===== src/rtl/usr_shift_engine.sv =====
// Universal shift register with a valid/ready command front end. Load and zero-step
// commands complete at acceptance; a multi-step command moves one bit position per clock.
module usr_shift_engine #(
   parameter int unsigned WIDTH = 8,
   parameter int unsigned AMT_W = 4
) (
   input  logic             clk,
   input  logic             clear_n,
   input  logic             cmd_valid,
   output logic             cmd_ready,
   input  logic [2:0]       cmd_mode,
   input  logic [AMT_W-1:0] cmd_amt,
   input  logic [WIDTH-1:0] cmd_data,
   input  logic             ser_in_lo,
   input  logic             ser_in_hi,
   output logic [WIDTH-1:0] dout,
   output logic             ser_out_lo,
   output logic             ser_out_hi,
   output logic             busy,
   output logic             done
);

   typedef enum logic {IDLE, RUN} state_t;

   localparam logic [2:0] M_HOLD = 3'b000;
   localparam logic [2:0] M_SHU  = 3'b001;
   localparam logic [2:0] M_SHD  = 3'b010;
   localparam logic [2:0] M_LOAD = 3'b011;
   localparam logic [2:0] M_ROU  = 3'b100;
   localparam logic [2:0] M_ROD  = 3'b101;
   localparam logic [2:0] M_ASR  = 3'b110;

   state_t           state, state_nx;
   logic [AMT_W-1:0] count, count_nx;
   logic [2:0]       mode_q, mode_nx;
   logic [WIDTH-1:0] dout_nx;
   logic             done_nx;
   logic             accept, is_step_mode, last_step;
   logic [WIDTH-1:0] step_val;

   assign accept       = cmd_valid && (state == IDLE);
   assign is_step_mode = (cmd_mode != M_HOLD) && (cmd_mode != M_LOAD) && (cmd_mode != 3'b111);
   assign last_step    = (count == AMT_W'(1));

   // State register
   always_ff @(posedge clk or negedge clear_n) begin
      if (!clear_n) state <= IDLE;
      else          state <= state_nx;
   end

   // Next-state logic
   always_comb begin
      state_nx = state;
      case (state)
         IDLE: if (accept && is_step_mode && (cmd_amt != '0)) state_nx = RUN;
         RUN:  if (last_step) state_nx = IDLE;
         default: state_nx = IDLE;
      endcase
   end

   // Output logic
   always_comb begin
      cmd_ready = (state == IDLE);
      busy      = (state == RUN);
   end

   // Single-bit step of the latched mode; serial fill inputs are sampled live
   always_comb begin
      step_val = dout;
      case (mode_q)
         M_SHU: step_val = {dout[WIDTH-2:0], ser_in_lo};
         M_SHD: step_val = {ser_in_hi, dout[WIDTH-1:1]};
         M_ROU: step_val = {dout[WIDTH-2:0], dout[WIDTH-1]};
         M_ROD: step_val = {dout[0], dout[WIDTH-1:1]};
         M_ASR: step_val = {dout[WIDTH-1], dout[WIDTH-1:1]};
         default: step_val = dout;
      endcase
   end

   always_comb begin
      dout_nx  = dout;
      count_nx = count;
      mode_nx  = mode_q;
      done_nx  = 1'b0;
      if (state == RUN) begin
         dout_nx  = step_val;
         count_nx = count - AMT_W'(1);
         done_nx  = last_step;
      end else if (accept) begin
         if (cmd_mode == M_LOAD) begin
            dout_nx = cmd_data;
            done_nx = 1'b1;
         end else if (is_step_mode && (cmd_amt != '0)) begin
            mode_nx  = cmd_mode;
            count_nx = cmd_amt;
         end else begin
            done_nx = 1'b1;
         end
      end
   end

   always_ff @(posedge clk or negedge clear_n) begin
      if (!clear_n) begin
         dout   <= '0;
         count  <= '0;
         mode_q <= '0;
         done   <= 1'b0;
      end else begin
         dout   <= dout_nx;
         count  <= count_nx;
         mode_q <= mode_nx;
         done   <= done_nx;
      end
   end

   assign ser_out_lo = dout[0];
   assign ser_out_hi = dout[WIDTH-1];

endmodule


===== config.mk =====
export PLATFORM = sky130hd
export DESIGN_NAME = usr_shift_engine
export DESIGN_NICKNAME = d
export VERILOG_FILES = /design/src/rtl/usr_shift_engine.sv
export SDC_FILE = /design/constraint.sdc
export NUM_CORES = 1
export LEC_CHECK = 0
export ABC_AREA = 1
export BUFFER_PORTS_ARGS = -buffer_cell sky130_fd_sc_hd__clkbuf_2
export CELL_PAD_IN_SITES_DETAIL_PLACEMENT = 0
export CELL_PAD_IN_SITES_GLOBAL_PLACEMENT = 2
export CORE_UTILIZATION = 27
export DETAILED_ROUTE_END_ITERATION = 10
export GPL_ROUTABILITY_DRIVEN = 0
export PLACE_DENSITY = 0.9
export SYNTH_ARGS = -nofsm -noshare
export SYNTH_HDL_FRONTEND = slang
export SYNTH_SLANG_ARGS = --single-unit

===== constraint.sdc =====
create_clock -name clk -period 1.5 [get_ports clk]
set_input_delay 0.075 -clock clk [delete_from_list [all_inputs] [get_ports clk]]
set_output_delay 0.075 -clock clk [all_outputs]
set_load 0.1 [all_outputs]

==> results by group <==
Synth
  – YS warnings: 0
  – Synth cell types: 23
  – Synth area leader: dfrtp_1
  – Synth top area share: 0.376
  – Mean Syn Cell Area: between 6 and 7 sq um
  – Syn nets: approximately 190
  – Synth top area cells: dfrtp_1 38%, nand2_1 20%, nand3_1 7.1%, inv_1 5.3%, o21ai_0 3.5%
  – Netlist Area Pre-Place: 1130 sq um
  – Sequential fraction of the synthesis area: 0.376
  – Post-synthesis register bit count: 17
  – Synth Instances: between 150 and 200

Floorplan
  – Rows: 23
  – Area of the die: between 4000 and 5000 sq um
  – Initial core utilization: 0.283
  – Core Area: 4000 sq um
  – Die Span Y: ~67 um
  – Total I/O pin count: 33
  – Width of the die: approximately 67 um

Timing
  – Final Max Slew Viols: 0
  – Hold Fails Final Rpt: 0
  – Fin crit share: 0.938
  – Final Skew: 0.00556 ns
  – Peak Freq: between 700 and 800 MHz
  – Fin Setup TNS: 0 ns
  – Relative slew slack: 0.641
  – RSZ-0062 raised after global routing: false
  – Tmin final: 1.41 ns
  – Least-Margin Pin Slew: approximately 0.54 ns
  – Final setup viols: 0

Layout
  – Layout cell share with drive strength beyond 1: 0.242
  – Highest-count cells in the layout ignoring fill and taps: 61 x nand2_1, 31 x clkbuf_2, 16 x inv_1, 16 x nand3_1, 16 x dfrtp_1
  – Commonest non-fill, non-tap cell in the layout: nand2_1
  – Ant. Diodes: 0
  – # nets final: about 220
  – Area growth from synthesis to layout: 23.6%

Worst setup path
  – Reg2reg end: dout[5]
  – Register-to-register setup slack: about 0.13 ns
  – Crit Path Class: flop to primary output
  – CP startpoint: busy
  – Reg-to-reg critical path startpoint: mode_q[0]
  – Critical-path maximum fanout: 15
  – R2r worst-path depth: 7
  – Crit end category: primary output
  – CP endpoint: cmd_ready
  – Critical path arrival: 1.33 ns
  – Crit path required time: about 1.4 ns
  – CP Launch Type: flop

CTS
  – # clock sinks: 17
  – Clock Latency Late Sink: roughly 0.26 ns
  – CTS Buffer Depth: 2
  – TritonCTS clock tree: yes
  – Setup bufs post-CTS: 0
  – Clk slew on worst S/H paths: 0.07 ns
  – CTS buffer count: 3
  – Clk root buf: clkbuf_8
  – H-tree depth: 1

Run status
  – Status: finished, final reports clean

Global routing
  – Total GRT Usage: 0.146
  – Initial antenna violation count: 0
  – Largest net degree at the start of global routing: 18
  – Vias in the first global route: 1,063
  – GR Util met3: 0.0257
  – Most Crowded Layer GR: met2
  – GRT overflow: 0
  – Met1 Track Usage GR: 0.183
  – Global-route wire length before repair: 4.77 mm
  – Met2 Resource Use GR: 0.247

Drt
  – Drt pass-1 iters: 4
  – Drc violations: 0
  – Final WL: between 2 and 3 mm
  – Initial DRC Count: 38
  – Wire per inst: approximately 11 um
  – Post-DRT Antenna Nets: 0
  – Vias: approximately 1,100
  – Routed vias/inst: roughly 4.5

Worst hold path
  – Hold Path Class: input pin to flop

Placement
  – HPWL Detailed: between 2 and 2.5 mm
  – PortBufs: 32

Flow run
  – Max Cap Viol: 0
## per-stage QoR
stage	worst slack (ns)	instances	util	area [sq um]	hold WS, ns
floorplan	0.0127	165	-	1140	-0.221
global placement	0.150	243	0.336	1350	0.0508
detailed placement	0.137	243	0.336	1350	0.0545
CTS	0.0847	248	0.350	1400	0.0744
global route	0.00990	248	0.350	1400	0.0760
finish	0.0932	248	0.350	1400	0.0694
## how the worst min path moves through the flow
| stage | from | endpoint | slack (ns) | cells past startpoint |
|---|---|---|---|---|
| detailed placement | clear_n | dout[5] | 0.05 | 1 |
| global route | cmd_amt[2] | count[2] | 0.08 | 3 |
| CTS | cmd_amt[3] | count[3] | 0.07 | 3 |
| floorplan | clear_n | count[0] | -0.22 | 0 |
| global placement | clear_n | dout[7] | 0.05 | 1 |
| finish | cmd_amt[3] | count[3] | 0.07 | 3 |
## flip-flops by register name, summed over array words and instances, names as in the netlist
register / flops
busy: 1
count: 4
done: 1
dout: 8
mode_q: 3
## Yosys cell counts
| cell | count |
|---|---|
| a21boi_0 | 1 |
| a21oi_1 | 5 |
| a21oi_2 | 1 |
| buf_2 | 2 |
| buf_4 | 3 |
| buf_6 | 1 |
| dfrtp_1 | 17 |
| ha_1 | 2 |
| inv_1 | 16 |
| inv_2 | 3 |
| nand2_1 | 61 |
| nand2_2 | 1 |
| nand2_4 | 2 |
| nand3_1 | 16 |
| nand3_2 | 2 |
| nand3b_1 | 3 |
| nand4_1 | 6 |
| nor2_1 | 10 |
| nor3_1 | 1 |
| o21ai_0 | 8 |
| o21ai_1 | 2 |
| or2_2 | 1 |
| xor2_1 | 1 |
## critical path: stages (launching register included)
cell     delay, ns
dfrtp_4       0.52
inv_1         0.12
buf_4         0.23
buf_12        0.20
## cell families (layout without fill, tap and decap cells)
logic type,Yosys count,count (layout),synth area share
adders and majority gates,2,2,0.0221
xor gates and xnor gates,1,1,0.00774
AOI/OAI and AO/OA,17,17,0.0807
and+or+nand+nor,103,103,0.412
DFF,17,17,0.376
buffers and inverters,25,58,0.102
## layer usage
| metal | up-vias | wire [um] |
|---|---|---|
| met4 | 0 | 45 |
| met5 | - | 0 |
| li1 | 592 | - |
| met2 | 29 | 1290 |
| met1 | 488 | 1280 |
| met3 | 5 | 128 |
## layout make-up
cell class	instances	area (sq um)
fillers	437	2600
multi-input cells	123	592
flip-flops and latches	17	429
repair buffers	35	200
inverters	19	71.3
well taps	50	62.6
clock buffers	4	45.0
## what timing repair did
item,4_1_cts,5_1_grt
gates resized for setup,0,0
hold endpoints to repair,17,0
hold buffers,1,0
Power is left out: the tool's default activity adds up to more than one toggle a clock period on the data nets, which glitch-free logic cannot reach.
